==> src/rtl/taglist_player.sv <==
// taglist_player: fetches a taglist entry by sequence number and steps a ROM address range.
// Optional replay of the range while loop=1 is enabled by defining TAGLIST_PLAYER_LOOP_EN.
module taglist_player #(
    parameter int STEP_DIV = 1
) (
    input  logic        clk_1KHz,
    input  logic        reset,
    input  logic        start,
    input  logic [6:0]  seqSel,
`ifdef TAGLIST_PLAYER_LOOP_EN
    input  logic        loop,
`endif
    output logic [6:0]  ramAddr,
    input  logic [31:0] ramData,
    output logic [9:0]  romAddr,
    output logic        romValid,
    output logic        busy,
    output logic        done,
    output logic        lastRom,
    output logic        error
);
    typedef enum logic [2:0] {IDLE, FETCH, WAIT, CHECK, PLAY, FIN} state_t;
    state_t state, state_nx;
    logic [6:0] sel, seq_num;
    logic [3:0] pad;
    logic [9:0] first, last;
    logic       flag;
    logic [7:0] div;
    logic       bad, step_end, rep;
`ifdef TAGLIST_PLAYER_LOOP_EN
    assign rep = loop;
`else
    assign rep = 1'b0;
`endif
    assign bad      = pad != 4'd0 || seq_num != sel || first > last;
    assign step_end = div == 8'(STEP_DIV - 1);
    assign romValid = state == PLAY;
    assign busy     = state != IDLE;
    assign done     = state == FIN;
    assign lastRom  = done & flag;
    assign error    = state == CHECK && bad;
    always_comb begin
        state_nx = state;
        case (state)
            IDLE:    state_nx = start ? FETCH : IDLE;
            FETCH:   state_nx = WAIT;
            WAIT:    state_nx = CHECK;
            CHECK:   state_nx = bad ? IDLE : PLAY;
            PLAY:    state_nx = step_end && romAddr == last && !rep ? FIN : PLAY;
            default: state_nx = IDLE;
        endcase
    end
    always_ff @(posedge clk_1KHz or posedge reset) begin
        if (reset) state <= IDLE;
        else       state <= state_nx;
    end
    // Datapath: romAddr only moves in CHECK/PLAY so it holds once playback ends.
    always_ff @(posedge clk_1KHz or posedge reset) begin
        if (reset) begin
            sel     <= '0;
            ramAddr <= '0;
            {pad, seq_num, first, last, flag} <= '0;
            romAddr <= '0;
            div     <= '0;
        end else begin
            if (state == IDLE && start) begin
                sel     <= seqSel;
                ramAddr <= seqSel;
            end
            if (state == WAIT) {pad, seq_num, first, last, flag} <= ramData;
            if (state == CHECK && !bad) begin
                romAddr <= first;
                div     <= '0;
            end
            if (state == PLAY) begin
                div <= step_end ? 8'd0 : div + 8'd1;
                if (step_end && romAddr != last) romAddr <= romAddr + 10'd1;
                else if (step_end && rep)        romAddr <= first;
            end
        end
    end
endmodule

==> config.mk <==
export PLATFORM = sky130hd
export DESIGN_NAME = taglist_player
export DESIGN_NICKNAME = d
export VERILOG_FILES = /design/src/rtl/taglist_player.sv
export SDC_FILE = /design/constraint.sdc
export NUM_CORES = 1
export LEC_CHECK = 0
export ABC_AREA = 1
export CELL_PAD_IN_SITES_DETAIL_PLACEMENT = 0
export CELL_PAD_IN_SITES_GLOBAL_PLACEMENT = 1
export CORE_ASPECT_RATIO = 1.4
export CORE_MARGIN = 8
export CORE_UTILIZATION = 35
export CTS_BUF_LIST = sky130_fd_sc_hd__clkbuf_16
export DETAILED_ROUTE_END_ITERATION = 8
export HOLD_SLACK_MARGIN = 0.08
export PLACE_DENSITY_LB_ADDON = 0.1
export SLEW_MARGIN = 20
export SYNTH_ARGS = -nofsm -noshare
export SYNTH_HDL_FRONTEND = slang
export SYNTH_SLANG_ARGS = --single-unit
==> constraint.sdc <==
create_clock -name clk_1KHz -period 1.65 [get_ports clk_1KHz]
set_input_delay 0.2475 -clock clk_1KHz [delete_from_list [all_inputs] [get_ports clk_1KHz]]
set_output_delay 0.2475 -clock clk_1KHz [all_outputs]
set_load 0.02 [all_outputs]
==> out/metrics.yaml, run 1 <==
layout:
  final_cells: 650
  area_growth_pct: 55.3
  seqCellArea_um2: 1500
  layout.nets: 590
  fill_cells: 892
  num_antenna_cells: 0
  final_cell_mix: "72 x nand2_1, 72 x buf_4, 59 x dfrtp_1"
  final_core_util: 0.549
  drive_gt1_frac: 0.306
  multi_input_area_um2: 1720
  final_area_um2: 5100
power:
  p_seq_frac: 0.274
  p_int_mw: 5.52
  p_per_area_nw_per_um2: 1720
  p_sw_frac: 0.370
  ir_drop_mv: 0.898
  pwr-share-comb: 0.518
  power_leakage_nw: 2.52
  switchingPower_mw: 3.24
  pwr-share-clk: 0.208
floorplanning:
  die_area_um2: 12800
  dieWidth_um: 97.9
  dieHeight_um: 131
  start_util: 0.353
  std_cell_rows: 42
  boundaryPins: 64
  coreArea_um2: 9300
place:
  port_buffers: 63
  place.gp.congestion: 0.795
  postPlaceCellArea_um2: 4530
  dp_slack_ps: -552
  hpwl_mm: 6.43
  dp_cells: 624
synth:
  async_reset_ff_frac: 1.00
  ys_types: 28
  synth_top_flop_cell: "dfrtp_1"
  synth.avg_cell_area_um2: 8.34
  yosysSeqAreaShare: 0.457
  syn_area_um2: 3290
  synth_edf_count: 0
  ys_ff_latch: 60
  ys_warn_count: 0
  syn_inst: 394
  synth_nets: 449
setup_path:
  worstSetupStartpoint: "first[5]"
  r2r_cells: 13
  endpoint_kind: "output port"
  rr_startpoint: "last[9]"
  cp_data_required_time_ps: 1400
  crit_path_start_kind: "flop"
  crit_arrival_ps: 1730
  r2r-end: "romAddr[8]"
  path_max_fanout: 2
  ff2ff_setup_slack_ps: -210
  critPathKind: "flop to output port"
route:
  drt-vias-per-instance: 4.64
  drtIter0Drc: 91
  drt-total-wl_mm: 8.69
  firstDrtPassIters: 4
  vias: 3014
  antenna_left: 0
  drc: 0
  wire_per_inst_um: 13.4
timing:
  maxSlewHeadroom: 0.780
  worst_slew_pin_slew_ps: 330
  clock_skew_ps: 4.80
  worst_hold_slack_ps: 341
  grt_setup_unrepaired: "yes"
  finalCritPeriodShare: 1.20
  fmaxAchievable_mhz: 505
  setup_viol: 20
  period_needed_ps: 1980
  hold_viol: 0
  setup_ws_ps: -330
  slew_violations: 0
clocking:
  insertion_delay_ps: 330
  hold_buffers: 0
  cts_tree: "built"
  root_buffer: "clkbuf_16"
  clockBufferDepth: 2
  path_clk_slew_ps: 50
  numCtsBuffers: 9
  cts_sinks: 60
  htreeDepth: 3
global_route:
  grt_pass1_vias: 3111
  antenna_found_initial: 0
  grt_pass1_wl_mm: 14.6
  grt.total_usage: 0.145
  grt_max_degree: 61
  grt_overflow: 0
run_status:
  violations: "negative setup slack"
  status: "finished, violations left"
min_path:
  hp-class: "input pin to async pin"
job:
  cap_violations: 0
## per-layer routing
metal	vias to the layer above	share of wire	global-route usage
met5	-	0	0
met4	0	0.020	0.0755
met3	12	0.042	0.0350
met2	53	0.50	0.260
met1	1387	0.44	0.157
li1	1562	-	-
## critical path, cell delays in order, from the launching register on
cell,delay (ps)
dfrtp_1,400
ha_4,290
nand2_4,60
nor2_4,110
nand3_2,80
nand3_2,80
nand2_2,60
a21boi_2,170
buf_6,140
## registers in the layout, indices dropped and copies added, names as in the netlist
| register | cells |
|---|---|
| div | 8 |
| first | 10 |
| flag | 1 |
| last | 10 |
| pad | 4 |
| romAddr | 10 |
| sel | 7 |
| seq_num | 7 |
| state | 3 |
## cell usage after synthesis (10+ instances only)
master,instances,share of area
nand2_1,80,0.091
dfrtp_1,60,0.46
inv_1,55,0.063
nor2_1,41,0.047
a21oi_1,27,0.041
nand3_1,26,0.040
nand4_1,16,0.030
mux2_2,14,0.048
ha_1,13,0.050
xor2_1,11,0.029
o21ai_0,10,0.015
## cells by family (layout without fill, tap and decap cells)
kind of cell    after synthesis  in the layout  share of synthesized area
compound gates               43             43                     0.0678
xor+xnor                     14             14                     0.0373
fa+ha+maj                    13             13                     0.0495
buf+inv                      69            214                     0.0902
flops                        60             60                      0.457
mux                          14             14                     0.0480
simple gates                181            182                      0.250
## power groups by stage
stage	Clock (mW)	Combinational, mW	Sequential [mW]
after floorplan	0	1.94	2.47
after global placement	0	3.77	2.34
after detailed placement	0	3.82	2.37
after CTS	1.87	4.67	2.39
after global routing	1.93	5.06	2.47
final	1.82	4.54	2.40
## repair_timing
item / in CTS / in global routing
resized for setup: 80 / 17
endpoints found under the setup margin: 40 / 23
setup buffers: 9 / 2
hold endpoints to repair: 0 / 0
pin swaps: 22 / 12
gates cloned: 1 / 0
## through the flow
step / total power [mW] / TNS (ps)
final: 8.76 / -2780
after global routing: 9.46 / -4960
after CTS: 8.93 / -4950
after detailed placement: 6.18 / -8770
after global placement: 6.11 / -7930
after floorplan: 4.41 / -63.2
## how the worst max path moves through the flow
stage / end / slack [ps] / cells past startpoint
finish: error / -330 / 8
global route: error / -370 / 9
CTS: error / -350 / 8
detailed placement: error / -550 / 9
global placement: error / -530 / 9
floorplan: error / -60 / 8
## layout make-up
class | count | area share
flip-flops and latches | 60 | 0.294
multi-input cells | 266 | 0.338
clock buffers | 9 | 0.0441
well taps | 110 | 0.0270
clock inverters | 7 | 0.0132
inverters | 58 | 0.0439
repair buffers | 140 | 0.240
No activity file was read; power rests on OpenSTA's default activity.
==> run 2: changes to the inputs <==
- CTS_CLUSTER_SIZE: unset -> 12
- PLACE_DENSITY: unset -> 0.8
- PLACE_DENSITY_LB_ADDON: 0.1 -> unset
- TNS_END_PERCENT: unset -> 5
==> out/metrics.yaml, run 2 (synthesized netlist as in run 1, its figures left out) <==
run_status:
  violations: "negative setup slack"
  status: "finished, violations left"
layout:
  final_cell_mix: "94 x buf_4, 72 x nand2_1, 59 x dfrtp_1"
  multi_input_area_um2: 1710  # -1.0%
  drive_gt1_frac: 0.323  # +0.0170
  final_cells: 665  # +2.3%
  num_antenna_cells: 0  # unchanged
  mostFrequentLayoutCell: "buf_4"
  seqCellArea_um2: 1500  # unchanged
  fill_cells: 840  # -5.8%
  area_growth_pct: 57.4
  layout.nets: 606  # +2.7%
timing:
  setup_viol: 20  # unchanged
  worst_hold_slack_ps: 218  # -123 ps
  period_needed_ps: 2020  # +38.4 ps
  grt_setup_unrepaired: "yes"
  finalCritPeriodShare: 1.22  # +0.0233
  maxSlewHeadroom: 0.796  # +0.0165
  setup_ws_ps: -368  # -38.4 ps
  clock_skew_ps: 7.10  # +2.30 ps
  slew_violations: 0  # unchanged
  worst_slew_pin_slew_ps: 304  # -25.9 ps
  fmaxAchievable_mhz: 496  # -1.9%
  hold_viol: 0  # unchanged
setup_path:
  cp_data_required_time_ps: 1400  # about the same
  cp_slowest_stage_delay_ps: 420  # +20 ps
  worst-path-buf-inv: 2  # +1
  cpLargestDelayFamily: "flip-flops"
  path_max_fanout: 2  # unchanged
  critPathKind: "flop to output port"
  crit_path_start_kind: "flop"
  crit_arrival_ps: 1770  # +40 ps
  worstPathCellList: "ha_4 -> nand2_4 -> inv_2 -> nand2_1 -> nand2_1 -> nand2_2 -> nand3_2 -> nand2_2 -> a21boi_2 -> buf_6"
  worst_path_max_delay_cell: "dfrtp_1"
  endpoint_kind: "output port"
global_route:
  grt.total_usage: 0.151  # +0.00609
  grt_pass1_wl_mm: 15.5  # +6.1%
  grt_pass1_vias: 3465  # +11%
  grt_max_degree: 46  # -25%
  grt_overflow: 0  # unchanged
  antenna_found_initial: 0  # unchanged
clocking:
  clockBufferDepth: 2  # unchanged
  htreeDepth: 3  # unchanged
  path_clk_slew_ps: 50  # about the same
  insertion_delay_ps: 330  # about the same
  hold_buffers: 0  # unchanged
  cts_sinks: 60  # unchanged
  numCtsBuffers: 9  # unchanged
  cts_tree: "built"
  root_buffer: "clkbuf_16"
route:
  firstDrtPassIters: 4  # unchanged
  wire_per_inst_um: 13.5  # +0.94%
  drt-vias-per-instance: 4.70  # +1.3%
  drt-total-wl_mm: 8.97  # +3.3%
  drtIter0Drc: 137  # +51%
  drc: 0  # unchanged
  antenna_left: 0  # unchanged
  vias: 3123  # +3.6%
job:
  cap_violations: 0  # unchanged
floorplanning:
  die_area_um2: 12800  # unchanged
  dieHeight_um: 131  # unchanged
  boundaryPins: 64  # unchanged
  dieWidth_um: 97.9  # unchanged
  std_cell_rows: 42  # unchanged
  coreArea_um2: 9300  # unchanged
  start_util: 0.353  # unchanged
min_path:
  hp-class: "input pin to async pin"
place:
  place.gp.congestion: 0.813  # +2.3%
  port_buffers: 63  # unchanged
  hpwl_mm: 6.82  # +6.0%
  dp_cells: 644  # +3.2%
power:
  ir_drop_mv: 0.993  # +11%
  p_per_area_nw_per_um2: 1670  # -3.0%
  power_leakage_nw: 2.60  # +3.2%
  finalPower_mw: 8.61  # -1.7%
[run 2: changes by cell type in the layout (fill, tap and decap cells not counted), sizes merged]
cell	previous run	this run
inv	57	59
clkinvlp	3	1
clkdlybuf4s50	41	42
dlymetal6s2s	1	0
buf	82	105
bufinv	1	0
nand3	30	29
dlygate4sd2	16	10
[run 2: area by class of cell]
| type | count | share of cell area |
|---|---|---|
| multi-input combinational | 265 | 0.330 |
| sequential | 60 | 0.291 |
| timing repair buffer | 157 | 0.262 |
| clock buffer | 9 | 0.0436 |
| inverter | 58 | 0.0428 |
| tap | 110 | 0.0266 |
| clock inverter | 6 | 0.00484 |
[run 2: metal layers]
layer,track usage,wire length (um),vias up
li1,-,-,1583
met1,0.158,3620,1457
met2,0.276,4760,62
met3,0.0329,329,21
met4,0.0884,267,0
met5,0,0,-
[run 2: power by group]
group	switching [mW]	leakage, nW	total [mW]	internal [mW]
sequential	0.389	0.724	2.41	2.02
clock	0.614	0.133	1.59	0.977
combinational	2.24	1.75	4.61	2.38
total	3.24	2.60	8.61	5.37
[run 2: repair_timing]
item,CTS,global route
pin swaps,16,6
gates cloned,0,0
buffers inserted,4,2
endpoints found under the setup margin,40,22
resized for setup,57,29
[run 2: path summary, 6_finish.rpt]
kind / startpoint / cells after the start / to / slack [ps]
worst min-delay path: reset / 2 / last[1] / 220
min in group clk_1KHz: seqSel[1] / 3 / sel[1] / 490
worst max register to register: last[5] / 16 / romAddr[8] / -190
worst min register to register: flag / 1 / flag / 500
max in group asynchronous: reset / 3 / romAddr[5] / 1000
worst max-delay path: first[4] / 10 / error / -370
[run 2: metrics by stage]
stage	utilization	TNS, ps	setup WS (ps)	cell area, um^2
2_1_floorplan	-	-155	-80.3	3290
3_3_place_gp	0.505	-5600	-523	4690
3_5_place_dp	0.505	-6250	-548	4690
4_1_cts	0.543	-5520	-355	5050
5_1_grt	0.556	-5630	-450	5170
6_report	0.556	-3110	-368	5170
